<file path="src/rtl/frame_config_writer_pkg.sv">
// Shared definitions for the frame configuration writer.
// Holds the stream control words, the header field layout and the
// controller state encoding used by frame_config_writer.
package frame_cfg_pkg;

  localparam logic [31:0] SYNC    = 32'hFAB0_FAB1;
  localparam logic [31:0] DESYNC  = 32'hFAB0_FAB0;
  localparam logic [15:0] HDR_TAG = 16'hF0A0;

  // Header layout: tag in [31:16], frame index in [7:0], [15:8] ignored.
  localparam int HDR_TAG_LSB = 16;
  localparam int HDR_TAG_W   = 16;
  localparam int HDR_IDX_LSB = 0;
  localparam int HDR_IDX_W   = 8;

  typedef enum logic [1:0] {
    IDLE   = 2'd0,
    HEADER = 2'd1,
    DATA   = 2'd2,
    STROBE = 2'd3
  } state_e;

endpackage

</file>
<file path="src/rtl/frame_strobe_decoder.sv">
// Binary frame index to one-hot FrameStrobe vector.
// Purely combinational; the parent registers the result.
// Ports:
//   idx_i    - frame index
//   en_i     - when low the output is all zeros
//   strobe_o - one-hot vector, bit idx_i set when enabled
module frame_strobe_decoder #(
  parameter int MaxFramesPerCol = 20,
  parameter int IdxW            = 8
) (
  input  logic [IdxW-1:0]            idx_i,
  input  logic                       en_i,
  output logic [MaxFramesPerCol-1:0] strobe_o
);

  always_comb begin
    strobe_o = '0;
    if (en_i) begin
      for (int i = 0; i < MaxFramesPerCol; i++) begin
        if (idx_i == IdxW'(i)) strobe_o[i] = 1'b1;
      end
    end
  end

endmodule

</file>
<file path="src/rtl/frame_config_writer.sv">
// Configuration-side frame writer for one fabric column.
// Accepts a 32-bit word stream (SYNC, then header/data frames, then
// DESYNC), assembles NumberOfRows data words into FrameData and pulses
// the one-hot FrameStrobe bit selected by the header index.
// Ports:
//   UserCLK, resetn   - clock, asynchronous active-low reset
//   s_data/s_valid/s_ready - input word stream handshake
//   FrameData         - row r at [r*FrameBitsPerRow +: FrameBitsPerRow]
//   FrameStrobe       - single-cycle one-hot frame latch pulse
//   busy              - controller not in IDLE
//   cfg_done          - one-cycle pulse after an accepted DESYNC
//   cfg_error         - sticky bad-header flag, cleared by SYNC
//   frames_written    - saturating strobe count since last SYNC
module frame_config_writer
  import frame_cfg_pkg::*;
#(
  parameter int MaxFramesPerCol = 20,
  parameter int FrameBitsPerRow = 32,
  parameter int NumberOfRows    = 2
) (
  input  logic                                    UserCLK,
  input  logic                                    resetn,
  input  logic [FrameBitsPerRow-1:0]              s_data,
  input  logic                                    s_valid,
  output logic                                    s_ready,
  output logic [NumberOfRows*FrameBitsPerRow-1:0] FrameData,
  output logic [MaxFramesPerCol-1:0]              FrameStrobe,
  output logic                                    busy,
  output logic                                    cfg_done,
  output logic                                    cfg_error,
  output logic [15:0]                             frames_written
);

  localparam int RowW = (NumberOfRows > 1) ? $clog2(NumberOfRows) : 1;
  localparam logic [HDR_IDX_W:0] MaxIdx = (HDR_IDX_W+1)'(MaxFramesPerCol);

  state_e                              state_q, state_d;
  logic [RowW-1:0]                     row_q, row_d;
  logic [HDR_IDX_W-1:0]                idx_q, idx_d;
  logic                                err_q, err_d;
  logic [15:0]                         cnt_q, cnt_d;
  logic                                done_d;
  logic                                wr_row;
  logic                                rdy_q;
  logic                                done_q;
  logic [MaxFramesPerCol-1:0]          strobe_q, strobe_d;
  logic [NumberOfRows*FrameBitsPerRow-1:0] fdata_q;

  logic                 accept;
  logic [HDR_IDX_W-1:0] hdr_idx;
  logic [HDR_TAG_W-1:0] hdr_tag;

  assign accept  = s_valid & rdy_q;
  assign hdr_idx = s_data[HDR_IDX_LSB +: HDR_IDX_W];
  assign hdr_tag = s_data[HDR_TAG_LSB +: HDR_TAG_W];

  always_comb begin
    state_d = state_q;
    row_d   = row_q;
    idx_d   = idx_q;
    err_d   = err_q;
    cnt_d   = cnt_q;
    done_d  = 1'b0;
    wr_row  = 1'b0;
    case (state_q)
      IDLE: begin
        if (accept && s_data == SYNC) begin
          state_d = HEADER;
          err_d   = 1'b0;
          cnt_d   = '0;
        end
      end
      HEADER: begin
        if (accept) begin
          if (s_data == DESYNC) begin
            state_d = IDLE;
            done_d  = 1'b1;
          end else if (hdr_tag == HDR_TAG && {1'b0, hdr_idx} < MaxIdx) begin
            idx_d   = hdr_idx;
            row_d   = '0;
            state_d = DATA;
          end else begin
            err_d   = 1'b1;
            state_d = IDLE;
          end
        end
      end
      DATA: begin
        if (accept) begin
          wr_row = 1'b1;
          if (row_q == RowW'(NumberOfRows-1)) begin
            state_d = STROBE;
            row_d   = '0;
            // Count on the edge entering STROBE so the total is visible
            // together with the pulse.
            if (cnt_q != 16'hFFFF) cnt_d = cnt_q + 16'd1;
          end else begin
            row_d = row_q + 1'b1;
          end
        end
      end
      STROBE: state_d = HEADER;
      default: state_d = IDLE;
    endcase
  end

  frame_strobe_decoder #(
    .MaxFramesPerCol(MaxFramesPerCol),
    .IdxW           (HDR_IDX_W)
  ) u_dec (
    .idx_i   (idx_d),
    .en_i    (state_d == STROBE),
    .strobe_o(strobe_d)
  );

  always_ff @(posedge UserCLK or negedge resetn) begin
    if (!resetn) begin
      state_q  <= IDLE;
      row_q    <= '0;
      idx_q    <= '0;
      err_q    <= 1'b0;
      cnt_q    <= '0;
      rdy_q    <= 1'b0;
      done_q   <= 1'b0;
      strobe_q <= '0;
      fdata_q  <= '0;
    end else begin
      state_q  <= state_d;
      row_q    <= row_d;
      idx_q    <= idx_d;
      err_q    <= err_d;
      cnt_q    <= cnt_d;
      // Ready is registered so it is low while reset is held and drops
      // exactly for the strobe cycle.
      rdy_q    <= (state_d != STROBE);
      done_q   <= done_d;
      strobe_q <= strobe_d;
      for (int r = 0; r < NumberOfRows; r++) begin
        if (wr_row && row_q == RowW'(r))
          fdata_q[r*FrameBitsPerRow +: FrameBitsPerRow] <= s_data;
      end
    end
  end

  assign s_ready        = rdy_q;
  assign FrameData      = fdata_q;
  assign FrameStrobe    = strobe_q;
  assign busy           = (state_q != IDLE);
  assign cfg_done       = done_q;
  assign cfg_error      = err_q;
  assign frames_written = cnt_q;

endmodule

</file>
<file path="config.mk">
export PLATFORM = sky130hd
export DESIGN_NAME = frame_config_writer
export DESIGN_NICKNAME = d
export VERILOG_FILES = /design/src/rtl/frame_config_writer_pkg.sv /design/src/rtl/frame_strobe_decoder.sv /design/src/rtl/frame_config_writer.sv
export SDC_FILE = /design/constraint.sdc
export NUM_CORES = 1
export LEC_CHECK = 0
export CORE_ASPECT_RATIO = 0.75
export CORE_UTILIZATION = 52
export DETAILED_ROUTE_END_ITERATION = 7
export GPL_TIMING_DRIVEN = 0
export PLACE_DENSITY = 0.85
export SYNTH_ARGS = -nofsm -noshare
export SYNTH_HDL_FRONTEND = slang
export SYNTH_SLANG_ARGS = --single-unit
</file>
<file path="constraint.sdc">
create_clock -name UserCLK -period 4.2 [get_ports UserCLK]
set_input_delay 0.84 -clock UserCLK [delete_from_list [all_inputs] [get_ports UserCLK]]
set_output_delay 0.84 -clock UserCLK [all_outputs]
set_load 0.02 [all_outputs]
</file>
==> impl_results.md <==
- R2R cell count: 6
- ANT nets after route: 0
- FFs w/ async S/R, synth: 100%
- Pwr per Cell Area: 369 nW/um2
- Cell Chain, Critical Path: buf_2 -> nor2_1 -> inv_1 -> clkdlybuf4s50_1
- Leak Pwr: 3.26 nW
- Post-CTS resize count: 0
- GR Overflow Total: 0
- Worst Setup SP: state_q[1]
- Clock Latency Late Sink: ~0.4 ns
- Vias in the first global route: 4212
- Max-cap violations: 0
- Commonest non-fill, non-tap cell in the layout: clkdlybuf4s50_1
- RR Endpoint: FrameStrobe[11]
- Horiz. Die Dim: 116 um
- WS Path Type: flip-flop to output pin
- Main combinational cell family by area after synthesis: multiplexers
- Endpoints failing setup: 0
- Simple-gate share of the synthesized area: 15.0%
- HP Class: flip-flop to flip-flop
- Max Clk Rate: 0.317 GHz
- Yosys top cell by area: dfrtp_1
- CP endpoint kind: output pin
- CP max stage delay: roughly 0.58 ns
- CTS tree: done
- Die area: 10200 um2
- GRT Total Usage: 29.0%
- Synth Instances: 407
- Reg2reg start: state_q[0]
- First-pass GRT wire length: around 22 mm
- Worst-Margin Slew: 0.758 ns
- DRT Wirelength: 13.4 mm
- # diodes: 0
- CTS Buf Count: 17
- Final Hold Vio Count: 0
- Worst-path maximum fanout: 10
- Synth Area per Inst: approximately 12 um2
- Sequential-to-total area share from yosys stat: 56.1%
- Tcrit/Tclk final: around 75%
- Crit start category: flip-flop
- CTS clk-pin slew, worst paths: 0.05 ns
- WP data required: 3.36 ns
- DRC: 0
- Final RePlAce weighted congestion: just over 0.9
- Cell Rows: 30
- Drt pass-1 iters: 5
- Iteration-0 DRC Markers: 239
- Die height: about 88 um
- Pre-CTS setup slack: 0.895 ns
- Dominant cells by area after synthesis: dfrtp_1, mux2_2, mux2i_1
- Max Transition Viols Final: 0
- Post-Synth XOR/XNOR Area: 0%
- Synth Cell Area: just over 5000 um2
- Final WS setup: 1.05 ns
- Hold Startpoint: cfg_error
- Synth Flop Type: dfrtp_1
- Number of primary I/O pins: 139
- CTS Hold Bufs: 0
- Sink Count: roughly 110
- EDFF count, synth: 0
- Worst VDD drop: 0.000388 V
- Yosys reg bits: 114
- CTS root buf: clkbuf_16
- Crit-path slowest cell: nor2_1
- Mux share of post-synthesis cell area: 18.2%
- Synth unique cells: 49
- Final nets: between 500 and 600
- Share of cells above drive strength 1: 22.3%
- Placed cell areas: 6630 um2
- P&R area growth vs syn: 42.2%
- Final HPWL DP: between 9 and 10 mm
- Cells on Worst Hold Path: 2
- Clock Tree Buf Depth: 2
- WHS Endpoint: cfg_error
- Initial antenna violation count: 0
- Synthesized Nets: 443
- H-Tree Depth: 4
- Fillers: 590
- WL/cell: 19.1 um
- Tmin final: 3.15 ns
- Max-slew headroom: between 40 and 50%
- Core box area: 9270 um2
- Vias per cell: 5.71
- Largest net degree at the start of global routing: 60
- Yosys top cell area share: 56.1%
- Vias: 4005
- Flop2flop setup slack: 2.02 ns
- Status: finished clean
- Clk_skew: between 0.008 and 0.009 ns
- Synth Area in Compound Gates: 7.55%
- Crit path arrival time: 2.31 ns
- Post-Synth Adder-Cell Area: less than 1%
- Design Area, Final: 7230 um2
- RSZ-0062 raised after global routing: no
- Warnings from Yosys: 0
- Most frequent cells in the layout: clkdlybuf4s50_1, dfrtp_1, mux2_2, nand2_1, nor2_1
- Starting Density: 54.9%
- Setup Buffers After CTS: 0
- Number of buffers added on ports: roughly 140
==> logic make-up (layout without fill, tap and decap cells) <==
group                      count (synthesis)  count (layout)
adders and majority gates                  1               1
AOI/OAI and AO/OA                         41              41
muxes                                     84              84
buffers and inverters                     26             192
DFF                                      114             114
and+or+nand+nor                          141             141
==> cells in the mapped netlist (2+ instances only) <==
master	count
inv_1	5
o21ai_1	3
nor2_1	32
buf_2	11
o31ai_1	2
nand2b_1	15
or3_1	2
a31oi_1	3
nor3_1	7
mux2i_1	16
o21ai_0	5
nand4b_1	3
nor2b_1	7
and3_1	3
nand3_1	10
o211ai_1	3
nand2_1	37
nand4_1	6
mux2_2	64
a2111oi_4	3
a211oi_2	6
clkbuf_1	4
mux2_1	4
and2_1	3
dfrtp_1	114
nor4_1	3
buf_6	5
nor4_2	3
a21oi_1	5
and4_1	4
==> flip-flops by register name, summed over array words and instances (netlist names) <==
signal / count
FrameData: 64
FrameStrobe: 20
cfg_done: 1
cfg_error: 1
frames_written: 16
idx_q: 8
row_q: 1
s_ready: 1
state_q: 2
==> where the power goes <==
group	switching, mW	internal, mW
Sequential	0.00323	1.10
Clock	0.469	0.999
Combinational	0.0537	0.0402
==> worst max-delay path, delay by kind of cell, from the launching register on <==
| kind | cells | cell delay (ns) |
|---|---|---|
| DFF | 1 | 0.38 |
| and+or+nand+nor | 1 | 0.58 |
| buffers and inverters | 3 | 0.94 |
==> layout make-up <==
class	count	area, um2	area share (%)
Inverter	6	22.5	0.311
Tap cell	128	160	2.21
Timing Repair Buffer	137	1390	19.2
Sequential cell	114	2850	39.4
Buffer	20	126	1.75
Multi-Input combinational cell	267	2080	28.8
Clock buffer	24	502	6.94
Clock inverter	5	100	1.38
==> per-stage QoR <==
stage | util (%) | power, mW | hold slack, ns | setup TNS [ns] | std cells
global placement | 71.3 | 1.21 | 0.467 | -218.12 | 671
CTS | 78.0 | 2.68 | 0.496 | 0 | 701
floorplan | - | 1.14 | 0.455 | 0 | 407
detailed placement | 71.5 | 1.22 | 0.473 | 0 | 672
global route | 78.0 | 2.73 | 0.508 | 0 | 701
finish | 78.0 | 2.67 | 0.491 | 0 | 701
==> worst max path at each step <==
stage                 endpoint  cells past startpoint  slack (ns)
5_1_grt                   busy                      4        0.97
2_1_floorplan         idx_q[0]                      5        1.89
3_5_place_dp   FrameStrobe[12]                      6        0.89
4_1_cts                   busy                      4        1.04
3_3_place_gp     FrameData[12]                      1       -1.92
6_report                  busy                      4        1.05
==> per-layer routing <==
layer	track usage, %	wire length [um]	up-vias
met1	36.8	5540	2028
met5	0	0	-
li1	-	-	1766
met3	9.83	1130	19
met4	9.91	165	0
met2	46.9	6580	192
No activity file was read; power rests on OpenSTA's default activity.
